--- config.mk ---
export PLATFORM = sky130hd
export DESIGN_NAME = idct_4pt
export DESIGN_NICKNAME = d
export VERILOG_FILES = /design/src/rtl/idct_pkg.sv /design/src/rtl/idct_4pt_core.sv /design/src/rtl/idct_4pt.sv
export SDC_FILE = /design/constraint.sdc
export NUM_CORES = 1
export LEC_CHECK = 0
export CAP_MARGIN = 20
export CORE_UTILIZATION = 65
export CTS_CLUSTER_SIZE = 14
export DETAILED_ROUTE_END_ITERATION = 8
export GPL_TIMING_DRIVEN = 0
export PLACE_DENSITY = 0.82
export SETUP_SLACK_MARGIN = 0.4
export SLEW_MARGIN = 0
export SYNTH_ARGS = -nofsm -noshare
export SYNTH_HDL_FRONTEND = slang
export SYNTH_SLANG_ARGS = --single-unit
--- constraint.sdc ---
create_clock -name clk -period 8.05 [get_ports clk]
set_clock_uncertainty 0.15 [all_clocks]
set_input_delay 2.415 -clock clk [delete_from_list [all_inputs] [get_ports clk]]
set_output_delay 2.415 -clock clk [all_outputs]
set_load 0.02 [all_outputs]
--- src/rtl/idct_pkg.sv ---
// Shared constants, widths and output FSM encoding for the 4-point IDCT.
package idct_pkg;

    localparam int IN_W  = 10;
    localparam int SUM_W = 19;
    localparam int OUT_W = 8;
    localparam int SHIFT = 6;

    localparam logic signed [SUM_W-1:0] COEF_A = 32;
    localparam logic signed [SUM_W-1:0] COEF_B = 42;
    localparam logic signed [SUM_W-1:0] COEF_C = 17;
    localparam logic signed [SUM_W-1:0] ROUND  = 32;
    localparam logic signed [SUM_W-1:0] Y_MAX  = 255;

    typedef enum logic [1:0] {
        ST_IDLE,
        ST_LOAD,
        ST_OUT
    } out_state_e;

    // Round to nearest (ties toward +inf via floor shift), then saturate to 0..255.
    function automatic logic [OUT_W-1:0] round_clamp(input logic signed [SUM_W-1:0] s);
        logic signed [SUM_W-1:0] y;
        y = (s + ROUND) >>> SHIFT;
        if (y[SUM_W-1]) begin
            return '0;
        end else if (y > Y_MAX) begin
            return Y_MAX[OUT_W-1:0];
        end
        return y[OUT_W-1:0];
    endfunction

endpackage

--- src/rtl/idct_4pt_core.sv ---
// Combinational 4-point inverse transform with rounding and clamping.
module idct4_core
    import idct_pkg::*;
(
    input  logic signed [IN_W-1:0]  coef [4],
    output logic        [OUT_W-1:0] samp [4]
);

    logic signed [SUM_W-1:0] x [4];
    logic signed [SUM_W-1:0] s [4];

    always_comb begin
        for (int k = 0; k < 4; k++) begin
            x[k] = SUM_W'(coef[k]);
        end
        s[0] = COEF_A * x[0] + COEF_B * x[1] + COEF_A * x[2] + COEF_C * x[3];
        s[1] = COEF_A * x[0] + COEF_C * x[1] - COEF_A * x[2] - COEF_B * x[3];
        s[2] = COEF_A * x[0] - COEF_C * x[1] - COEF_A * x[2] + COEF_B * x[3];
        s[3] = COEF_A * x[0] - COEF_B * x[1] + COEF_A * x[2] - COEF_C * x[3];
        for (int n = 0; n < 4; n++) begin
            samp[n] = round_clamp(s[n]);
        end
    end

endmodule

--- src/rtl/idct_4pt.sv ---
// Streaming 4-point IDCT: collects X0..X3, transforms, and serialises x0..x3.
module idct_4pt
    import idct_pkg::*;
(
    input  logic                   clk,
    input  logic                   rst,
    input  logic                   in_valid,
    input  logic [IN_W-1:0]        in_data,
    output logic                   out_valid,
    output logic [OUT_W-1:0]       out_data
);

    logic [1:0]              in_cnt_q, in_cnt_d;
    logic signed [IN_W-1:0]  coef_q [4];
    logic signed [IN_W-1:0]  coef_d [4];
    logic [OUT_W-1:0]        buf_q [4];
    logic [OUT_W-1:0]        buf_d [4];
    logic [OUT_W-1:0]        core_y [4];
    out_state_e              state_q, state_d;
    logic [1:0]              out_cnt_q, out_cnt_d;
    logic                    pend_q, pend_d;
    logic                    out_valid_q, out_valid_d;
    logic [OUT_W-1:0]        out_data_q, out_data_d;
    logic                    blk_done;

    idct4_core u_core (
        .coef (coef_q),
        .samp (core_y)
    );

    assign blk_done  = in_valid && (in_cnt_q == 2'd3);
    assign out_valid = out_valid_q;
    assign out_data  = out_data_q;

    always_comb begin
        in_cnt_d = in_cnt_q;
        coef_d   = coef_q;
        if (in_valid) begin
            coef_d[in_cnt_q] = in_data;
            in_cnt_d         = in_cnt_q + 2'd1;
        end
    end

    // A block finishing while samples stream out is held in pend_q and loaded
    // on the last output cycle, so the buffer never changes under a live block.
    always_comb begin
        state_d     = state_q;
        out_cnt_d   = out_cnt_q;
        pend_d      = pend_q;
        buf_d       = buf_q;
        out_valid_d = 1'b0;
        out_data_d  = '0;
        case (state_q)
            ST_IDLE: begin
                if (blk_done) begin
                    state_d = ST_LOAD;
                end
            end
            ST_LOAD: begin
                buf_d     = core_y;
                state_d   = ST_OUT;
                out_cnt_d = 2'd0;
                pend_d    = blk_done;
            end
            ST_OUT: begin
                out_valid_d = 1'b1;
                out_data_d  = buf_q[out_cnt_q];
                out_cnt_d   = out_cnt_q + 2'd1;
                if (out_cnt_q == 2'd3) begin
                    if (pend_q) begin
                        buf_d  = core_y;
                        pend_d = 1'b0;
                    end else if (blk_done) begin
                        state_d = ST_LOAD;
                    end else begin
                        state_d = ST_IDLE;
                    end
                end else if (blk_done) begin
                    pend_d = 1'b1;
                end
            end
            default: begin
                state_d = ST_IDLE;
            end
        endcase
    end

    always_ff @(posedge clk or posedge rst) begin
        if (rst) begin
            in_cnt_q    <= '0;
            state_q     <= ST_IDLE;
            out_cnt_q   <= '0;
            pend_q      <= 1'b0;
            out_valid_q <= 1'b0;
            out_data_q  <= '0;
            for (int k = 0; k < 4; k++) begin
                coef_q[k] <= '0;
                buf_q[k]  <= '0;
            end
        end else begin
            in_cnt_q    <= in_cnt_d;
            coef_q      <= coef_d;
            state_q     <= state_d;
            out_cnt_q   <= out_cnt_d;
            pend_q      <= pend_d;
            buf_q       <= buf_d;
            out_valid_q <= out_valid_d;
            out_data_q  <= out_data_d;
        end
    end

endmodule

==> flow_summary.yaml <==
run_status:
  outcome: "finished, final reports clean"
synth:
  yosysTopAreaCellShare: 0.273
  postSynthCellCount: 1325
  synth_area_per_cell_um2: 9.61
  ys.flop_type: "dfrtp_1"
  synth_area_um2: 12700
  ys_ff_latch: 88
  synth_nets: 1697
  synth-edff-count: 0
  ys_warn_count: 0
  async_reset_ff_frac: 1.00
  ys_types: 74
  synth.most_common_cell: "ha_1"
  ys_seq_area_frac: 0.173
  synthTopCellsByArea: "ha_1 27%, dfrtp_1 17%, fa_1 13%"
  ys_top_cells_by_count: "278 x ha_1, 224 x inv_1, 88 x dfrtp_1, 81 x fa_1, 67 x xnor2_1"
  synth_top_cell_by_area: "ha_1"
clocking:
  ctsHoldBuffers: 0
  cts_htree_levels: 3
  clock-root-buffer: "clkbuf_16"
  clockBufferDepth: 2
  numCtsBuffers: 9
  clk_latency_ns: 0.36
  cts_sinks: 88
  cts_tree: "done"
  clk_pin_slew_worst_paths_ns: 0.07
global_route:
  grt_max_degree: 53
  grt_pass1_wl_mm: 48.6
  met2_usage: 0.537
  grt_util_met1: 0.409
  grt-busiest-layer: "met2"
  overflow: 0
  grt_pass1_vias: 10014
  antenna_found_initial: 0
  track_usage: 0.312
  met3_usage: 0.0448
floorplanning:
  rows: 50
  die-height_um: 142
  initial_core_util: 0.672
  ioPinCount: 22
  fp.dieArea_um2: 20200
  coreArea_um2: 19000
  die_width_um: 142
sta:
  rsz0062_at_grt: "false"
  hold_viol: 0
  slew_viol_final: 0
  slew_headroom: 0.454
  fin_crit_sh: 0.927
  fmax_mhz: 134
  setup_violations: 0
  finalSetupTns_ns: 0
  worst_slew_pin_slew_ns: 0.820
  layout_min_cycle_time_ns: 7.47
place:
  placed_area_um2: 13300
  hpwl_mm: 25.0
  numPortBuffers: 20
  gp_congestion: 0.901
drt:
  drt-initial-drc-count: 549
  drc_errors: 0
  first_pass_iters: 5
  routedWlPerCell_um: 18.4
  routed_via_density: 6.03
  ant_nets: 0
  vias: 9807
  drt-total-wl_mm: 30.0
setup_path:
  path_class: "reg -> reg"
  startpoint_type: "flop"
  critPathTopFamily: "adder cells"
  crit_path_max_fanout: 8
  rrSetupSlack_ns: 0.58
  cpPeakStageDelay_ns: 0.53
  cp-end-kind: "flop"
  cp_num_buf_inv: 2
  slowest_stage: "fa_1"
  cp.required_ns: 8.17
  crit_top_cell: "ha_1"
  arrival_ns: 7.58
min_path:
  worstHoldPathType: "reg -> reg"
flow_run:
  drv_cap: 0
layout:
  area_growth_pct: 7.41
  final_util: 0.722
  finalInstanceArea_um2: 13700
  fillCellCount: 1360
  drive_gt1_frac: 0.0849
  n_antenna_cell: 0
  finalNetCount: 1734
## logic make-up (layout without fill, tap and decap cells)
kind of cell | Yosys count | in the layout | share of synthesized area
buf+inv | 238 | 280 | 0.0704
mux | 56 | 56 | 0.0560
simple gates | 214 | 214 | 0.0847
flops | 88 | 88 | 0.173
compound gates | 264 | 264 | 0.142
fa+ha+maj | 361 | 361 | 0.402
xor+xnor | 104 | 104 | 0.0721
## flip-flops by register name (all words and copies together), names as in the netlist
name,cells
buf_q,32
coef_q,40
in_cnt_q,2
out_cnt_q,2
out_data,8
out_valid,1
pend_q,1
state_q,2
## final cells by class
type	count	area, um2	area share
Inverter	224	843	0.0617
Clock buffer	10	239	0.0175
Clock inverter	6	42.5	0.00311
Buffer	14	56.3	0.00412
Sequential cell	88	2210	0.161
Tap cell	260	325	0.0238
Timing Repair Buffer	26	278	0.0203
Multi-Input combinational cell	999	9690	0.708
## final timing paths
path,from,endpoint,cells past startpoint
setup / recovery,coef_q[24],buf_q[7],28
hold / removal,buf_q[22],buf_q[22],2
setup reg to reg,coef_q[24],buf_q[7],28
hold reg to reg,buf_q[22],buf_q[22],2
max in group asynchronous,rst,coef_q[23],3
min in group asynchronous,rst,buf_q[30],2
## layout by cell type, fill, tap and decap left out, types with 42 or more instances in the layout
cell and count:
mux2_2 42, fa_1 81, inv_1 223, dfrtp_1 84
xnor2_1 66, nor2_1 60, o21ai_0 46, ha_1 278
a21oi_1 61, nand2_1 49
## worst register-to-register path, delay by kind of cell, from the launching register on
family	cells	cell delay, ns
AOI/OAI and AO/OA	11	2.27
xor gates and xnor gates	2	0.39
adders and majority gates	10	3.37
buffers and inverters	2	0.09
DFF	1	0.46
and+or+nand+nor	3	0.64
## per-stage QoR
stage	hold slack (ns)	std cells	setup slack, ns
after detailed placement	0.319	1606	0.372
after global placement	0.310	1605	0.546
after CTS	0.335	1622	0.462
after floorplan	0.295	1325	1.54
after global routing	0.364	1627	0.349
final	0.336	1627	0.584
## timing repair
action | CTS | global route
endpoints found under the setup margin | 8 | 8
pin swaps | 0 | 3
gates cloned | 0 | 0
buffers inserted | 0 | 5
gates resized for setup | 2 | 12
## layer usage
layer	wire, um	share of wire	up-vias
met2	14400	0.48	282
li1	-	-	4644
met3	1580	0.053	61
met4	720	0.024	0
met5	0	0	-
met1	13300	0.44	4820
Power is left out: the tool's default activity adds up to more than one toggle a clock period on the data nets, which glitch-free logic cannot reach.
